===== src/rtl/hazard_ctrl_pipe.sv =====
// ---------------------------------------------------------------------------
// hazard_ctrl_pipe
//
// Hazard and forwarding controller for the 5-stage pipelined core. Tracks the
// destination tags of in-flight instructions through the E, M and W stages.
// From these tags it produces:
//   - operand forwarding selects for the Execute stage,
//   - load-use stalls,
//   - branch and PC-write flushes,
//   - PC-write-pending stalls.
//
// Parameters:
//   AW      register address width
//   NRP     number of register read ports checked per instruction
//   PC_REG  register index of the PC (never forwarded; writes are PC writes)
//   CW      width of the optional performance counters
//
// Ports:
//   clk, reset       clock, asynchronous active-high reset
//   ra_d, use_d      Decode source addresses (port i at [i*AW +: AW]) / used
//   wa_d             Decode destination register
//   regwrite_d       Decode instruction writes the register file
//   memtoreg_d       Decode instruction is a load
//   branch_taken_e   branch resolved taken in Execute
//   stall_f/stall_d  hold PC / hold F/D register
//   flush_d/flush_e  clear F/D / clear D/E register
//   fwd_e            per-port forward select: 00 regfile, 01 ResultW, 10 ALUOutM
//   stall_cnt        stall-cycle counter (optional)
//   flush_cnt        flush-cycle counter (optional)
//
// Optional feature macro: HAZ_PERF_CNT_EN
//   When defined, the counters are built. They are saturating counters that
//   clear on reset. When undefined, both counter outputs are tied to 0.
// ---------------------------------------------------------------------------
module hazard_ctrl_pipe #(
    parameter int AW     = 4,
    parameter int NRP    = 2,
    parameter int PC_REG = 15,
    parameter int CW     = 32
) (
    input  logic                clk,
    input  logic                reset,
    input  logic [NRP*AW-1:0]   ra_d,
    input  logic [NRP-1:0]      use_d,
    input  logic [AW-1:0]       wa_d,
    input  logic                regwrite_d,
    input  logic                memtoreg_d,
    input  logic                branch_taken_e,
    output logic                stall_f,
    output logic                stall_d,
    output logic                flush_d,
    output logic                flush_e,
    output logic [2*NRP-1:0]    fwd_e,
    output logic [CW-1:0]       stall_cnt,
    output logic [CW-1:0]       flush_cnt
);

    localparam logic [AW-1:0] PC_A = AW'(PC_REG);

    // E-stage tags
    logic [NRP*AW-1:0] ra_e_q,       ra_e_d;
    logic [NRP-1:0]    use_e_q,      use_e_d;
    logic [AW-1:0]     wa_e_q,       wa_e_d;
    logic              regwrite_e_q, regwrite_e_d;
    logic              memtoreg_e_q, memtoreg_e_d;
    logic              pcwrite_e_q,  pcwrite_e_d;

    // M-stage and W-stage tags
    logic [AW-1:0]     wa_m_q, wa_w_q;
    logic              regwrite_m_q, regwrite_w_q;
    logic              memtoreg_m_q, memtoreg_w_q;
    logic              pcwrite_m_q,  pcwrite_w_q;

    logic              pcwrite_d;
    logic              ldr_hit;
    logic              ldrstall;
    logic              pcwr_pend;

    // The load flag is carried to W so that the tag set stays uniform.
    // Nothing downstream of E consumes it.
    logic              unused_memtoreg;
    assign unused_memtoreg = memtoreg_m_q ^ memtoreg_w_q;

    assign pcwrite_d = regwrite_d & (wa_d == PC_A);

    always_comb begin
        fwd_e   = '0;
        ldr_hit = 1'b0;
        for (int i = 0; i < NRP; i++) begin
            // M wins over W: it holds the younger result.
            if (use_e_q[i] && regwrite_m_q && (wa_m_q == ra_e_q[i*AW +: AW]) &&
                (ra_e_q[i*AW +: AW] != PC_A)) begin
                fwd_e[2*i +: 2] = 2'b10;
            end else if (use_e_q[i] && regwrite_w_q && (wa_w_q == ra_e_q[i*AW +: AW]) &&
                         (ra_e_q[i*AW +: AW] != PC_A)) begin
                fwd_e[2*i +: 2] = 2'b01;
            end
            if (use_d[i] && (ra_d[i*AW +: AW] == wa_e_q)) begin
                ldr_hit = 1'b1;
            end
        end
        ldrstall = memtoreg_e_q & regwrite_e_q & ldr_hit;
    end

    assign pcwr_pend = pcwrite_d | pcwrite_e_q | pcwrite_m_q;

    assign stall_f = ldrstall | pcwr_pend;
    assign stall_d = ldrstall;
    assign flush_d = pcwr_pend | pcwrite_w_q | branch_taken_e;
    assign flush_e = ldrstall | branch_taken_e;

    // D->E tags: a flush of D/E inserts a bubble with all tags cleared.
    always_comb begin
        ra_e_d       = ra_d;
        use_e_d      = use_d;
        wa_e_d       = wa_d;
        regwrite_e_d = regwrite_d;
        memtoreg_e_d = memtoreg_d;
        pcwrite_e_d  = pcwrite_d;
        if (flush_e) begin
            ra_e_d       = '0;
            use_e_d      = '0;
            wa_e_d       = '0;
            regwrite_e_d = 1'b0;
            memtoreg_e_d = 1'b0;
            pcwrite_e_d  = 1'b0;
        end
    end

    always_ff @(posedge clk or posedge reset) begin
        if (reset) begin
            ra_e_q       <= '0;
            use_e_q      <= '0;
            wa_e_q       <= '0;
            regwrite_e_q <= 1'b0;
            memtoreg_e_q <= 1'b0;
            pcwrite_e_q  <= 1'b0;
            wa_m_q       <= '0;
            regwrite_m_q <= 1'b0;
            memtoreg_m_q <= 1'b0;
            pcwrite_m_q  <= 1'b0;
            wa_w_q       <= '0;
            regwrite_w_q <= 1'b0;
            memtoreg_w_q <= 1'b0;
            pcwrite_w_q  <= 1'b0;
        end else begin
            ra_e_q       <= ra_e_d;
            use_e_q      <= use_e_d;
            wa_e_q       <= wa_e_d;
            regwrite_e_q <= regwrite_e_d;
            memtoreg_e_q <= memtoreg_e_d;
            pcwrite_e_q  <= pcwrite_e_d;
            wa_m_q       <= wa_e_q;
            regwrite_m_q <= regwrite_e_q;
            memtoreg_m_q <= memtoreg_e_q;
            pcwrite_m_q  <= pcwrite_e_q;
            wa_w_q       <= wa_m_q;
            regwrite_w_q <= regwrite_m_q;
            memtoreg_w_q <= memtoreg_m_q;
            pcwrite_w_q  <= pcwrite_m_q;
        end
    end

`ifdef HAZ_PERF_CNT_EN
    logic [CW-1:0] stall_cnt_q, stall_cnt_d;
    logic [CW-1:0] flush_cnt_q, flush_cnt_d;

    always_comb begin
        stall_cnt_d = stall_cnt_q;
        flush_cnt_d = flush_cnt_q;
        if ((stall_d | stall_f) && (stall_cnt_q != '1)) begin
            stall_cnt_d = stall_cnt_q + CW'(1);
        end
        if ((flush_d | flush_e) && (flush_cnt_q != '1)) begin
            flush_cnt_d = flush_cnt_q + CW'(1);
        end
    end

    always_ff @(posedge clk or posedge reset) begin
        if (reset) begin
            stall_cnt_q <= '0;
            flush_cnt_q <= '0;
        end else begin
            stall_cnt_q <= stall_cnt_d;
            flush_cnt_q <= flush_cnt_d;
        end
    end

    assign stall_cnt = stall_cnt_q;
    assign flush_cnt = flush_cnt_q;
`else
    assign stall_cnt = '0;
    assign flush_cnt = '0;
`endif

endmodule


===== config.mk =====
export PLATFORM = sky130hd
export DESIGN_NAME = hazard_ctrl_pipe
export DESIGN_NICKNAME = d
export VERILOG_FILES = /design/src/rtl/hazard_ctrl_pipe.sv
export SDC_FILE = /design/constraint.sdc
export NUM_CORES = 1
export LEC_CHECK = 0
export BUFFER_PORTS_ARGS = -buffer_cell sky130_fd_sc_hd__buf_2
export CORE_UTILIZATION = 40
export CTS_BUF_LIST = sky130_fd_sc_hd__clkbuf_8
export DETAILED_ROUTE_END_ITERATION = 8
export PLACE_DENSITY = 0.7
export SYNTH_ARGS = -nofsm -noshare
export SYNTH_HDL_FRONTEND = slang
export SYNTH_SLANG_ARGS = --single-unit

===== constraint.sdc =====
create_clock -name clk -period 3 [get_ports clk]
set_input_delay 0.45 -clock clk [delete_from_list [all_inputs] [get_ports clk]]
set_output_delay 0.45 -clock clk [all_outputs]
set_load 0.1 [all_outputs]

; ---- Word-level counts from Yosys, hierarchy flattened
; Cells that the tools add are included.
[word_totals]
register_bits = 29
in_bits = 19
out_inout_bits = 72
wordCells = 56
[op_classes]
n_eq_ne = 9
mux = 12
n_bitwise = 9
n_reduce_logical = 14
[op_table]
columns = cell, count
row1 = == test 4 bit, 6
row2 = logical AND 1 bit, 14
row3 = 2-to-1 mux 8 bit, 1
row4 = "inequality test 4 bit, second input constant", 2
row5 = 2-to-1 mux 1 bit, 7
row6 = 2-to-1 mux 2 bit, 3
row7 = bitwise OR 1 bit, 6
row8 = "== test 4 bit, second input constant", 1
row9 = 2-to-1 mux 4 bit, 1
row10 = bitwise AND 1 bit, 3

; ---- Longest topological paths before layout
; Gate-level depths: netlist (run 1).
[depth]
depth_word = 7
depth_mapped = 5
depth_no_buf = 4

; ---- Worst setup path before layout (run 1)
; No wires, ideal clock.
[synth_path]
path_kind = register to output
startpoint = register ra_e_q[3]
endpoint = output port fwd_e[1]
arrival_ps = 2080
t_required_ps = 2550
path_slack_ps = 470
path_stages_with_launch = 5
n_path_buf = 0
cell_sequence = dfrtp_1 > xor2_1 > nor3_1 > nand3_1 > nor2_1
[synth_via]
elab_chain_cells = 4
elab_cells_between_ends = 5
classes_between = 2 x eq/ne / 1 x mux / 2 x reduce/logical
[synth_rtl]
columns = item, line_no
row1 = start: declaration, 61  ; logic [NRP*AW-1:0] ra_e_q, ra_e_d;
row2 = start signal: assignment, 147  ; ra_e_q <= ra_e_d;
row3 = == test 4 bit, 91  ; if (use_e_q[i] && regwrite_m_q && (wa_m_q == ra_e_q[i*AW +: AW]) &&
row4 = logical AND 1 bit, 91
row5 = logical AND 1 bit (*), 91
row6 = 2-to-1 mux 2 bit (*), 91
row7 = end: declaration, 53  ; output logic [2*NRP-1:0] fwd_e,
; Mark *: on every way between the ends. The rest lies on a longest branch, timed or not.

; ---- Worst setup path in the final report (run 1)
[layout_path]
startpoint = register wa_e_q[0]
endpoint = output port stall_f
[layout_via]
elab_chain_cells = 6
elab_cells_between_ends = 8
classes_between = 2 x eq/ne / 2 x mux / 2 x bitwise / 2 x reduce/logical
[layout_rtl]
columns = item, line_no
row1 = start: declaration, 63  ; logic [AW-1:0] wa_e_q, wa_e_d;
row2 = start signal: assignment, 149  ; wa_e_q <= wa_e_d;
row3 = == test 4 bit, 98  ; if (use_d[i] && (ra_d[i*AW +: AW] == wa_e_q)) begin
row4 = logical AND 1 bit, 98
row5 = 2-to-1 mux 1 bit, 98
row6 = 2-to-1 mux 1 bit (*), 98
row7 = bitwise AND 1 bit (*), 102  ; ldrstall = memtoreg_e_q & regwrite_e_q & ldr_hit;
row8 = bitwise OR 1 bit (*), 107  ; assign stall_f = ldrstall | pcwr_pend;
row9 = end: declaration, 49  ; output logic stall_f,
; Marks and branches as above.

==> qor.txt, run 1 <==
Die Wd: 68.63 um
Placer Congestion: 0.7407
dpl cells: 241
setup_tns: 0 ns
# IOs: 91
crit-path max FO: 6
fraction of layout cells with a size suffix above 1: 19.60%
Avg Synthesized Cell Area: 10.51 sq um
grt ovf: 0
synth top area cells: dfrtp_1, buf_4, xor2_1, nor4b_1, xnor2_1
register area share after synthesis: 40.87%
RSZ-0062 raised after global routing: no
CTS clk-pin slew, worst paths: 0.06 ns
Post-Layout Cell Count: 249
worst-margin pin slew: 1.024 ns
Yosys reg bits: 29
Required @ worst endpoint: 2.55 ns
fillers: 420
Startpoint Class: flop
Max Slew Vio Count: 0
per-cell routed wire length: 10.96 um
antenna viol nets, final: 0
reg2reg setup slack: 1.36 ns
Synth warnings: 0
area share of the largest cell type after synthesis: 40.87%
Max-Cap Viols: 0
CTS tree: yes
outcome: finished, final reports clean
VDD IR-drop max: 0.3283 mV
first-pass GRT wire length: 4443 um
Leak: 0.9726 nW
Slew Limit Headroom: 31.67%
final WL: 2728 um
TritonCTS Buffers: 5
FP Rows: 23
shortest period the worst path allows: 2.318 ns
Register Area: 725.7 sq um
WP data arrival: 1.87 ns
Core ar.: 4144 sq um
Die H: 68.63 um
CP endpoint kind: primary output
fin crit share: 77.27%
Max Freq: 431.4 MHz
Setup CP Type: flop to primary output
HPWL Detailed: 2086 um
PwrDens: 637.8 nW/um^2
n_diodes: 0
CTS Hold Bufs: 0
DIE AREA: 4709 sq um
Vias/cell: 4.181
Max Root-Sink Buffers: 2
clock latency on the worst-skew pair: 0.28 ns
Via Count: 1041
synthesized area: 1775 sq um
most area-hungry cell type in the Yosys netlist: dfrtp_1
Nets: 217
initial drt markers: 29
First-pass DRT Iterations: 4
GRT Total Usage: 13.69%
Num Clock Sinks: 29
post-synth cell types: 22
drt drc: 0
post-CTS sizing: 0
Clock Tree Root: clkbuf_8
buffers added on ports: 26
H-tree depth: 2
initial core utilization: 42.84%
largest net degree at the start of global routing: 30
vias in the first global route: 966
Mapped Cells: 169
Final Hold Fails: 0
initial antenna violation count: 0
Multi-input gate area: 767.0 sq um
Worst Skew: 0.003002 ns
final count of negative-setup-slack endpoints: 0
Post-CTS Setup Bufs: 0
Layout Area Growth over Synthesis: 3.594%
Hold Path Class: flop to flop
## through the flow
stage	utilization [%]	hold WS, ns	power (mW)	setup slack, ns	instance area, sq um
after floorplan	-	0.3548	0.9122	0.4699	2012
after global placement	42.39	0.3619	0.8798	0.8270	1757
after detailed placement	42.39	0.3733	0.8815	0.8293	1757
after CTS	44.38	0.3867	1.184	0.6278	1839
after global routing	44.38	0.3898	1.228	0.5230	1839
final	44.38	0.3811	1.173	0.6819	1839
## final cells by class
cell class	instances	share of cell area [%]
clock inverters	3	0.7483
flip-flops and latches	29	39.46
inverters	1	0.2041
clock buffers	5	3.742
well taps	50	3.401
repair buffers	29	10.75
multi-input cells	132	41.70
## where the power goes
group	internal, mW	leakage, nW	switching, mW
logic	0.0416	0.547	0.405
clock network	0.157	0.0491	0.141
registers	0.410	0.377	0.0186
total	0.608	0.973	0.565
## cells in the mapped netlist
cell     count
buf_4       64
dfrtp_1     29
xor2_1      18
nor4b_1     16
xnor2_1      6
nand2_1      4
nand4_1      4
nor2_1       4
buf_2        3
nand3_1      3
nor3_1       3
nor4_1       3
and4_1       2
buf_6        2
buf_1        1
conb_1       1
inv_1        1
nor4_2       1
nor4b_2      1
or2_1        1
or3_1        1
or3b_1       1
## per-layer routing
layer | vias up | GRT usage [%] | part of all wire, % | wire length, um
li1 | 491 | - | - | -
met5 | - | 0 | 0 | 0
met4 | 0 | 5.469 | 1.8 | 48
met1 | 488 | 15.39 | 40 | 1097
met2 | 57 | 22.67 | 50 | 1365
met3 | 5 | 5.921 | 7.9 | 216
## registers in the layout, summed over array words and instances, names as in the netlist
signal	flops
pcwrite_w_q	1
regwrite_e_q	1
ra_e_q	8
regwrite_m_q	1
pcwrite_e_q	1
pcwrite_m_q	1
wa_m_q	4
wa_w_q	4
use_e_q	2
memtoreg_e_q	1
regwrite_w_q	1
wa_e_q	4
## cells by family after synthesis
logic type | count (synthesis) | share of synthesized area (%)
AND/OR/NAND/NOR | 44 | 17.48
buffers and inverters | 71 | 29.60
XOR/XNOR | 24 | 11.84
other | 1 | 0.2112
flip-flops | 29 | 40.87
## final timing paths
path / startpoint / depth (start not counted) / end
hold reg to reg: pcwrite_m_q$_DFF_PP0_ / 0 / pcwrite_w_q$_DFF_PP0_
setup / recovery: wa_e_q[0]$_DFF_PP0_ / 4 / stall_f
min in group asynchronous: reset / 2 / wa_w_q[0]$_DFF_PP0_
setup reg to reg: wa_e_q[0]$_DFF_PP0_ / 4 / use_e_q[0]$_DFF_PP0_
max in group asynchronous: reset / 2 / wa_e_q[1]$_DFF_PP0_
hold / removal: pcwrite_m_q$_DFF_PP0_ / 0 / pcwrite_w_q$_DFF_PP0_
## layout by cell type, fill, tap and decap left out
master,synthesis,routed
conb_1,1,64
dfrtp_1,29,29
buf_2,3,23
xor2_1,18,18
nor4b_1,16,16
xnor2_1,6,6
clkbuf_8,0,5
nand4_1,4,4
nand2_1,4,4
nor2_1,4,4
nor3_1,3,3
nand3_1,3,3
buf_12,0,3
buf_4,64,3
nor4_2,1,2
nor4_1,3,2
and4_1,2,2
inv_1,1,2
clkinv_2,0,2
or2_1,1,1
or3_1,1,1
nor4b_2,1,1
or3b_1,1,1
## critical path, stage by stage (launching register included)
cell,delay (ns)
dfrtp_1,0.42
xor2_1,0.18
nor4_2,0.56
or3b_1,0.25
buf_12,0.18
Power figures use the tool's default switching activity.
==> run 2, diff against run 1 <==
==> constraint.sdc (replaced) <==
create_clock -name clk -period 2.15 [get_ports clk]
set_input_delay 0.3225 -clock clk [delete_from_list [all_inputs] [get_ports clk]]
set_output_delay 0.3225 -clock clk [all_outputs]
set_load 0.1 [all_outputs]
==> run 2 against run 1 <==
Critical path depth up 2. Clock-buffer cell count stayed put. Worst setup slack worse by 0.64 ns. Via count rose by 6.6%. Combinational power is 42% higher. Utilization rose by 2.7 points. Sequential power up 39%. Die area did not move. Clock skew rose by 0.00070 ns. Critical path type unchanged. Critical endpoint unchanged. Largest power group unchanged.
==> qor.txt, run 2 (same netlist as run 1, synthesis figures left out) <==
outcome: finished, final reports clean
setup_tns: 0 ns (unchanged)
RSZ-0062 raised after global routing: yes
Worst Skew: 0.003702 ns (+0.0007002 ns)
commonest non-fill, non-tap cell in the layout: conb_1
fin crit share: 97.91%
shortest period the worst path allows: 2.105 ns
initial core utilization: 42.84% (unchanged)
depth of the most critical reg-to-reg path: 6 (+2)
Core ar.: 4144 sq um (unchanged)
DIE AREA: 4709 sq um (unchanged)
H-tree depth: 2 (unchanged)
CTS Hold Bufs: 0 (unchanged)
Final WS setup: 0.04491 ns (-0.6370 ns)
# IOs: 91 (unchanged)
Hold Path Class: input pin to async pin
register bank with the most flops: ra_e_q
GRT Total Usage: 13.28% (-0.41 points)
first-pass GRT wire length: 4257 um (-4.2%)
crit-path max FO: 6 (unchanged)
WP data arrival: 1.78 ns (-0.09 ns)
n_diodes: 0 (unchanged)
reg2reg setup slack: 0.49 ns (-0.87 ns)
Required @ worst endpoint: 1.83 ns (-0.72 ns)
slowest CP cell: dfrtp_1
Largest register FFs: 8 (unchanged)
Max stage delay on crit path: 0.40 ns (-0.16 ns)
Die Wd: 68.63 um (unchanged)
final WL: 2908 um (+6.6%)
drt drc: 0 (unchanged)
CP endpoint kind: primary output
Post-Layout Cell Count: 258 (+3.6%)
fillers: 399 (-5.0%)
Leak: 1.023 nW (+5.1%)
FP Rows: 23 (unchanged)
Worst R2R End: ra_e_q[4]$_DFF_PP0_
Vias/cell: 4.302 (+2.9%)
WP buf/inv: 2 (+1)
Max Freq: 475.0 MHz
vias in the first global route: 924 (-4.3%)
CP Cell Sequence: xnor2_1, nand4_1, nor4_2, buf_6, or3b_4, buf_12
per-cell routed wire length: 11.27 um (+2.9%)
buffers added on ports: 26 (unchanged)
VDD IR-drop max: 0.3598 mV (+9.6%)
Clock Tree Root: clkbuf_8
FF-to-FF Start: wa_e_q[1]$_DFF_PP0_
PwrDens: 843.8 nW/um^2 (+32%)
Placer Congestion: 0.7722 (+4.3%)
TritonCTS Buffers: 5 (unchanged)
antenna viol nets, final: 0 (unchanged)
dpl cells: 243 (+0.83%)
Max Root-Sink Buffers: 2 (unchanged)
First-pass DRT Iterations: 4 (unchanged)
HPWL Detailed: 2120 um (+1.7%)
Setup CP Type: flop to primary output
initial drt markers: 26 (-10%)
CTS clk-pin slew, worst paths: 0.06 ns (about the same)
Nets: 226 (+4.1%)
Max-Cap Viols: 0 (unchanged)
Num Clock Sinks: 29 (unchanged)
DP Worst Slack: 0.3051 ns (-0.5242 ns)
most frequent cells in the layout: conb_1, dfrtp_1, buf_2
grt ovf: 0 (unchanged)
Via Count: 1110 (+6.6%)
initial antenna violation count: 0 (unchanged)
Final Hold Fails: 0 (unchanged)
largest net degree at the start of global routing: 30 (unchanged)
clock latency on the worst-skew pair: 0.28 ns (about the same)
Layout Area Growth over Synthesis: 10.01%
CTS tree: yes
Startpoint Class: flop
fraction of layout cells with a size suffix above 1: 25.48% (+5.9 points)
Max Slew Vio Count: 0 (unchanged)
final count of negative-setup-slack endpoints: 0 (unchanged)
Die H: 68.63 um (unchanged)
Top delay family on crit path: simple AND/OR/NAND/NOR gates
==> run 2: cell count changes in the layout (fill, tap and decap cells not counted), sizes merged <==
cell,previous run,this run
buf,29,38
==> run 2: worst max-delay path by stage <==
stage	slack [ns]	to	cells after the start	from
2_1_floorplan	0.03	stall_d	4	wa_e_q[0]$_DFF_PP0_
3_3_place_gp	0.29	stall_f	6	ra_d[7]
3_5_place_dp	0.31	stall_f	6	ra_d[7]
4_1_cts	0.002	stall_f	5	wa_e_q[3]$_DFF_PP0_
5_1_grt	-0.05	stall_f	6	wa_e_q[1]$_DFF_PP0_
6_report	0.04	stall_f	6	wa_e_q[1]$_DFF_PP0_
==> run 2: worst register-to-register path: stages (launching register included) <==
cell and delay, ns:
dfrtp_1 0.40, xnor2_1 0.15, nand4_1 0.12, nor4_2 0.37
buf_4 0.18, buf_2 0.23, nor4b_1 0.09
==> run 2: stage by stage <==
step                util, %  total power, mW  cell area, sq um  hold slack (ns)
floorplan                 -            1.273              2017           0.3548
global placement      43.60            1.233              1807           0.3618
detailed placement    43.60            1.235              1807           0.3699
CTS                   45.59            1.655              1889           0.1047
global route          47.13            1.716              1953           0.1343
finish                47.13            1.648              1953          0.09554
==> run 2: final cells by class <==
class / count / area [sq um] / share of cell area [%]
clock inverter: 3 / 13.76 / 0.7047
timing repair buffer: 38 / 296.5 / 15.18
multi-input combinational: 132 / 782.0 / 40.04
sequential: 29 / 725.7 / 37.16
inverter: 1 / 3.754 / 0.1922
tap: 50 / 62.56 / 3.203
clock buffer: 5 / 68.82 / 3.523
==> run 2: what timing repair did <==
item / CTS / global route
endpoints found under the setup margin: 0 / 3
resized for setup: 0 / 4
setup buffers: 0 / 6
==> run 2: metal layers <==
metal / vias to the layer above / GRT usage [%] / wire length (um)
met2: 60 / 20.47 / 1430
met1: 529 / 16.49 / 1232
met4: 0 / 6.250 / 46
met5: - / 0 / 0
li1: 516 / - / -
met3: 5 / 4.770 / 198
==> run 2: power breakdown <==
part / internal (mW) / total (mW) / switching (mW)
logic: 0.0639 / 0.632 / 0.568
registers: 0.572 / 0.598 / 0.0258
clock network: 0.219 / 0.418 / 0.199
total: 0.855 / 1.65 / 0.793
